### src/rtl/div5_restoring.sv
`default_nettype none
// ============================================================================
//  Module   : div5_restoring
//  Purpose  : Sequential unsigned restoring divider. One trial subtraction per
//             clock through a WIDTH+1 bit ripple subtract stage. The block
//             produces quotient and remainder behind a start/busy/done
//             handshake.
//  Options  : DIV5_ZERO_CHECK_EN - a zero divisor completes in one cycle
//             with quotient all ones, remainder = dividend and div_err set.
//             When the macro is undefined, div_err is tied low and a zero
//             divisor runs the normal WIDTH iterations.
//  Revision : 1.0 - initial release
// ============================================================================
module div5_restoring #(
    parameter int WIDTH = 5   // operand/result width, also the iteration count (>= 3)
) (
    input  logic             clk,
    input  logic             reset,
    input  logic             start,
    input  logic [WIDTH-1:0] dividend,
    input  logic [WIDTH-1:0] divisor,
    output logic             busy,
    output logic             done,
    output logic [WIDTH-1:0] quotient,
    output logic [WIDTH-1:0] remainder,
    output logic             div_err
);

    localparam int             C_CNT_W = $clog2(WIDTH);
    localparam logic [C_CNT_W-1:0] C_LAST_ITER = C_CNT_W'(WIDTH - 1);

    localparam logic [0:0] c_idle = 1'b0;
    localparam logic [0:0] c_run  = 1'b1;

    logic [0:0]         r_state;
    logic [WIDTH-1:0]   r_n;      // dividend, shifted out MSB first
    logic [WIDTH-1:0]   r_d;      // captured divisor
    logic [WIDTH-1:0]   r_rem;    // partial remainder after restore (always < D)
    logic [WIDTH-2:0]   r_q;      // quotient bits gathered so far; last bit goes straight out
    logic [C_CNT_W-1:0] r_cnt;    // iterations remaining after the current one

    // Trial operand: the previous remainder shifted left, with the next dividend bit appended.
    // It is WIDTH+1 bits wide. After a restore the remainder is < D, so the top bit of
    // the stored remainder is always zero and is not kept.
    logic [WIDTH:0]   w_t_in;
    logic [WIDTH:0]   w_sub_b;
    logic [WIDTH+1:0] w_carry;
    logic [WIDTH-1:0] w_diff;
    logic             w_no_borrow;
    logic [WIDTH-1:0] w_r_sel;

    assign w_t_in     = {r_rem, r_n[WIDTH-1]};
    assign w_sub_b    = ~{1'b0, r_d};
    assign w_carry[0] = 1'b1;

    // Ripple subtract stage: T_in + ~{0,D} + 1. A carry-out of 1 means no borrow.
    generate
        for (genvar gi = 0; gi <= WIDTH; gi++) begin : g_sub
            assign w_carry[gi+1] = (w_t_in[gi] & w_sub_b[gi]) |
                                   (w_carry[gi] & (w_t_in[gi] ^ w_sub_b[gi]));
            if (gi < WIDTH) begin : g_diff
                assign w_diff[gi] = w_t_in[gi] ^ w_sub_b[gi] ^ w_carry[gi];
            end
        end
    endgenerate

    assign w_no_borrow = w_carry[WIDTH+1];
    // When no borrow occurs the difference is < D and fits in WIDTH bits. On a borrow,
    // T_in < D, so its top bit is zero.
    assign w_r_sel     = w_no_borrow ? w_diff : w_t_in[WIDTH-1:0];

`ifdef DIV5_ZERO_CHECK_EN
    logic r_zero;   // the accepted division has a zero divisor
`else
    assign div_err = 1'b0;
`endif

    // Control FSM, iteration datapath and registered outputs
    always_ff @(posedge clk) begin
        if (reset) begin
            r_state   <= c_idle;
            r_n       <= '0;
            r_d       <= '0;
            r_rem     <= '0;
            r_q       <= '0;
            r_cnt     <= '0;
            busy      <= 1'b0;
            done      <= 1'b0;
            quotient  <= '0;
            remainder <= '0;
`ifdef DIV5_ZERO_CHECK_EN
            r_zero    <= 1'b0;
            div_err   <= 1'b0;
`endif
        end else begin
            done <= 1'b0;
            case (r_state)
                c_idle: begin
                    if (start) begin
                        r_n     <= dividend;
                        r_d     <= divisor;
                        r_rem   <= '0;
                        r_q     <= '0;
                        r_cnt   <= C_LAST_ITER;
                        busy    <= 1'b1;
                        r_state <= c_run;
`ifdef DIV5_ZERO_CHECK_EN
                        r_zero  <= (divisor == '0);
`endif
                    end
                end

                c_run: begin
`ifdef DIV5_ZERO_CHECK_EN
                    if (r_zero) begin
                        quotient  <= '1;
                        remainder <= r_n;
                        div_err   <= 1'b1;
                        done      <= 1'b1;
                        busy      <= 1'b0;
                        r_zero    <= 1'b0;
                        r_state   <= c_idle;
                    end else begin
`else
                    begin
`endif
                        r_n   <= {r_n[WIDTH-2:0], 1'b0};
                        r_rem <= w_r_sel;
                        r_q   <= {r_q[WIDTH-3:0], w_no_borrow};
                        if (r_cnt == '0) begin
                            quotient  <= {r_q, w_no_borrow};
                            remainder <= w_r_sel;
                            done      <= 1'b1;
                            busy      <= 1'b0;
                            r_state   <= c_idle;
`ifdef DIV5_ZERO_CHECK_EN
                            div_err   <= 1'b0;
`endif
                        end else begin
                            r_cnt <= r_cnt - 1'b1;
                        end
                    end
                end

                default: r_state <= c_idle;
            endcase
        end
    end

endmodule
`default_nettype wire

### config.mk
export PLATFORM = sky130hd
export DESIGN_NAME = div5_restoring
export DESIGN_NICKNAME = d
export VERILOG_FILES = /design/src/rtl/div5_restoring.sv
export SDC_FILE = /design/constraint.sdc
export NUM_CORES = 1
export LEC_CHECK = 0
export BUFFER_PORTS_ARGS = -buffer_cell sky130_fd_sc_hd__buf_2
export CORE_MARGIN = 8
export CORE_UTILIZATION = 24
export CTS_BUF_LIST = sky130_fd_sc_hd__clkbuf_4 sky130_fd_sc_hd__clkbuf_8 sky130_fd_sc_hd__clkbuf_16
export CTS_CLUSTER_DIAMETER = 60
export CTS_CLUSTER_SIZE = 25
export DETAILED_ROUTE_END_ITERATION = 6
export PLACE_DENSITY = 0.38
export SLEW_MARGIN = 20
export SYNTH_ARGS = -nofsm -noshare
export SYNTH_HDL_FRONTEND = slang
export SYNTH_SLANG_ARGS = --single-unit
### constraint.sdc
create_clock -name clk -period 5.1 [get_ports clk]
set_input_delay 0.51 -clock clk [delete_from_list [all_inputs] [get_ports clk]]
set_output_delay 0.51 -clock clk [all_outputs]
set_load 0.01 [all_outputs]
Yosys cells after proc, flatten, opt, wreduce, memory -nomap -nowiden:

Index checks and enable logic that the tools add are counted.

* add/subtract/negate cells: 1
* equality and inequality tests: 3
* muxes and demuxes: 17
* bitwise operators: 30
* reduce and logical (&&, ||, !) cells: 6

Operator list (count)
* $pmux 5 s2: 2
* $mux 5: 3
* $and 1x1->1: 11
* $xor 1x1->1: 10
* $pmux 4 s2: 1
* $reduce_and 2->1: 4
* $mux 3: 2
* $not 5->6: 1
* $or 1x1->1: 6
* $pmux 3 s2: 1
* $mux 1: 5
* $mux 4: 1
* $ne 2x2->1 const B: 2
* $pmux 1 s2: 2
* $logic_not 3->1: 1
* $sub 3x1->3 const B: 1
* $ne 2x1->1 const B: 1
* $not 1->1: 2
* $reduce_or 2->1: 1

* flip-flop bits (word level): 35
* input port bits: 13
* word-level logic and storage cells: 67

Logic depth before layout (Yosys ltp):

* depth in word-level cells: 15
* gate-level depth with buffers: 12
* depth with buffers taken out: 11

Worst setup path before layout:

OpenSTA, ideal clock, no wires.

* kind: register to register
* from: reg r_n[4]
* to: reg remainder[1]
* setup time: 117 ps
* arrival time: 2549 ps
* required time: 4983 ps
* path slack: 2434 ps
* cell stages (with the launch flop): 13
* period minus slack after synthesis: 2666 ps
* path through: dfxtp_1 > inv_1 > ha_1 > inv_1 > fa_1 > fa_1 > fa_1 > inv_1 > fa_1 > nand2b_1 > buf_6 > mux2_4 > a22o_1

* word-level cells in the longest chain between the ends: 13

Ends and longest elaborated chain
* from (decl): RTL line 36 `logic [WIDTH-1:0] r_n;`
* from (signal assigned): RTL line 100 `r_n <= dividend;`
* from (signal assigned): RTL line 127 `r_n <= {r_n[WIDTH-2:0], 1'b0};`
* $and 1x1->1 / $xor 1x1->1 (equally long branches): RTL line 59, 60
* $or 1x1->1 *: RTL line 59 `assign w_carry[gi+1] = (w_t_in[gi] & w_sub_b[gi]) |`
* $and 1x1->1: RTL line 60 `(w_carry[gi] & (w_t_in[gi] ^ w_sub_b[gi]));`
* $or 1x1->1: RTL line 59
* $and 1x1->1: RTL line 60
* $or 1x1->1: RTL line 59
* $and 1x1->1: RTL line 60
* $or 1x1->1: RTL line 59
* $and 1x1->1: RTL line 60
* $or 1x1->1: RTL line 59
* $and 1x1->1: RTL line 60
* $or 1x1->1: RTL line 59
* $mux 5 *: RTL line 70 `assign w_r_sel = w_no_borrow ? w_diff : w_t_in[WIDTH-1:0];`
* to (signal assigned): RTL line 132 `remainder <= w_r_sel;`
* to (decl): RTL line 25 `output logic [WIDTH-1:0] remainder,`

Mark *: on every way between the ends. The rest lies on a longest branch, timed or not.
A chain may end at the register's enable or synchronous reset.

Worst setup path after layout:

Ends and elaborated chain as after synthesis.

==> flow_metrics.py <==
metrics = {
    "synth": {
        "yosysWarnings": 0,
        "ys_ff_latch": 35,
        "synth_compound_area_frac": 0.124,
        "syn-num-nets": 179,
        "synthAdderAreaFrac": 0.0749,
        "synth_cells": 159,
        "synth_area_leaders": "dfxtp_1, mux2i_1, fa_1",
        "synth_cell_types": 30,
        "synth_top_family_by_area": "simple AND/OR/NAND/NOR gates",
        "yosysTopAreaCell": "dfxtp_1",
        "synthMuxAreaShare": 0.121,
        "yosys.area_share.simple": 0.162,
        "avgSynthCellArea_um2": 9.88,
        "synth_top_area_share": 0.446,
        "yosysSeqAreaShare": 0.446,
        "synthXorXnorAreaFrac": 0,
        "synth_area_mm2": 0.00157,
    },
    "hold_path": {
        "holdPathEnd": "r_d[1]$_SDFFE_PP0P_",
        "worstHoldStart": "divisor[1]",
        "hold_path_depth": 3,
        "hold_path_class": "input port to register",
    },
    "cells_and_area": {
        "final_cells": 255,
        "final_common_cell": "dfxtp_1",
        "drive_above_1_share": 0.230,
        "area_growth_pct": 14.7,
        "final_nets": 198,
        "layout_common_cells": "dfxtp_1, buf_2, nor2_1",
        "diodes": 0,
    },
    "drt": {
        "initialDrtViolationCount": 113,
        "wirelength_um": 3550,
        "final_antenna_net_count": 0,
        "avgRoutedWirePerCell_um": 13.9,
        "dr.pass1.iters": 4,
        "vias": 1153,
        "via_per_inst": 4.52,
        "drc_errors": 0,
    },
    "power": {
        "leakagePower_nw": 0.743,
        "vdd_drop_max_v": 0.000114,
        "p_per_area_mw_per_mm2": 347,
    },
    "timing": {
        "fin_skew_ns": 0.00509,
        "finalCritPeriodShare": 0.587,
        "tightest_slew_ns": 0.867,
        "maxSlewHeadroom": 0.420,
        "hold_viol": 0,
        "rsz0062_at_grt": "false",
        "fin_tns_setup_ns": 0,
        "fmax_mhz": 334,
        "setup_viol": 0,
        "drv_slew": 0,
        "period_minus_slack_ns": 2.99,
    },
    "setup_path": {
        "start_kind": "register",
        "arrival_ns": 3.18,
        "cp_common_cell": "fa_1",
        "reg2reg_to": "remainder[1]$_SDFFE_PP0P_",
        "crit_path_cell_trace": "inv_1, ha_1, inv_1, fa_1, fa_1, fa_1, inv_1, fa_1, nand2b_1, mux2_4, a22o_1",
        "cp_top_family": "adder cells",
        "reg2reg_depth": 11,
        "crit_type": "register to register",
        "cp.required_ns": 5.28,
        "path_buf_inv": 3,
        "max_stage_delay_ns": 0.40,
        "endpoint_kind": "register",
        "r2r_slack_ns": 2.11,
        "cp_max_fo": 10,
        "slowest_stage": "fa_1",
        "reg2reg_from": "r_n[4]$_SDFFE_PP0P_",
    },
    "clock_tree": {
        "clockBufferDepth": 2,
        "cts_sinks": 35,
        "clk_latency_ns": 0.29,
        "cts_resized": 0,
        "postCtsSetupBuffers": 0,
        "cts_htree_levels": 2,
        "cts-root-buf": "clkbuf_8",
        "holdBufCountCts": 0,
        "cts_tree": "yes",
        "cts_buffers": 5,
        "cts.reportedPaths.clkPinSlew_ns": 0.07,
    },
    "floorplanning": {
        "die_w_um": 96.9,
        "std_cell_rows": 29,
        "ioPinCount": 26,
        "coreArea_mm2": 0.00635,
        "start_util": 0.247,
        "die-area_mm2": 0.00939,
        "die_height_um": 96.9,
    },
    "global_route": {
        "track_usage": 0.0789,
        "grt-ovfl-total": 0,
        "antenna_found_initial": 0,
        "grt_max_degree": 31,
        "grt_pass1_wl_um": 5910,
        "grt_pass1_vias": 1174,
    },
    "place": {
        "numPortBuffers": 24,
        "dp_hpwl_um": 2470,
        "dp_cells": 248,
        "gp_congestion": 0.760,
    },
    "job": {
        "maxCapViolCount": 0,
    },
    "status": {
        "outcome": "completed",
    },
}
area by class of cell:
cell class / instances / area (um2)
inverter: 9 / 33.8
tap: 77 / 96.3
sequential: 35 / 702
clock inverter: 1 / 5.00
multi-input combinational: 103 / 761
clock buffer: 6 / 82.6
timing repair buffer: 24 / 120
fill: 670 / 4550
stage by stage:
step	hold WS (ns)	cell area, um2	utilization	setup slack (ns)	total power, W
floorplan	0.441	1570	-	2.43	0.000400
global placement	0.448	1710	0.270	2.19	0.000422
detailed placement	0.457	1710	0.270	2.14	0.000424
CTS	0.446	1800	0.283	2.11	0.000635
global route	0.447	1800	0.284	1.94	0.000659
finish	0.456	1800	0.284	2.11	0.000624
layer usage:
metal	global-route usage	part of all wire	vias up
met5	0	0	-
met4	0.0533	0.026	0
met3	0.0299	0.052	5
met2	0.124	0.45	24
met1	0.0866	0.47	545
li1	-	-	579
worst max-delay path by stage:
stage	from	end	slack [ns]	cells past startpoint
after floorplan	r_n[4]$_SDFFE_PP0P_	remainder[1]$_SDFFE_PP0P_	2.43	12
after global placement	r_n[4]$_SDFFE_PP0P_	remainder[1]$_SDFFE_PP0P_	2.19	11
after detailed placement	r_n[4]$_SDFFE_PP0P_	remainder[2]$_SDFFE_PP0P_	2.14	11
after CTS	r_n[4]$_SDFFE_PP0P_	remainder[2]$_SDFFE_PP0P_	2.11	11
after global routing	r_n[4]$_SDFFE_PP0P_	remainder[2]$_SDFFE_PP0P_	1.94	11
final	r_n[4]$_SDFFE_PP0P_	remainder[1]$_SDFFE_PP0P_	2.11	11
sequential cells by signal (all words and copies together) (netlist names), 3 cells and up:
name       flops
remainder      5
r_cnt          3
r_n            5
quotient       5
r_d            5
r_q            4
r_rem          5
report_power, final:
part	internal (W)	leakage (nW)	switching (W)
clock	0.000106	0.0470	0.000102
combinational	0.0000507	0.410	0.0000590
sequential	0.000290	0.286	0.0000170
tightest hold or removal path, cell delays in order:
cell     delay (ns)
buf_2          0.07
mux2i_1        0.05
nor2_1         0.07
cell usage after synthesis:
library cell	n
mux2i_1	10
dfxtp_1	35
mux2_2	4
a32o_1	1
nor2b_4	1
buf_2	6
nor2b_1	3
a31oi_1	5
nor3_1	2
nor3b_1	4
clkbuf_1	2
o21ai_0	4
nand3b_1	2
o21bai_1	1
nor2_1	16
nand2b_1	2
buf_6	2
fa_1	4
a22o_1	9
nand2_1	8
nand3_1	8
o21a_1	1
conb_1	1
and3b_1	2
nor2_2	1
inv_1	9
buf_4	2
mux2_4	3
a21oi_1	8
ha_1	3
cells by family after synthesis:
family,after synthesis
simple gates,49
flops,35
compound gates,29
buf+inv,21
mux,17
fa+ha+maj,7
other cells,1
No activity file was read; power rests on OpenSTA's default activity.
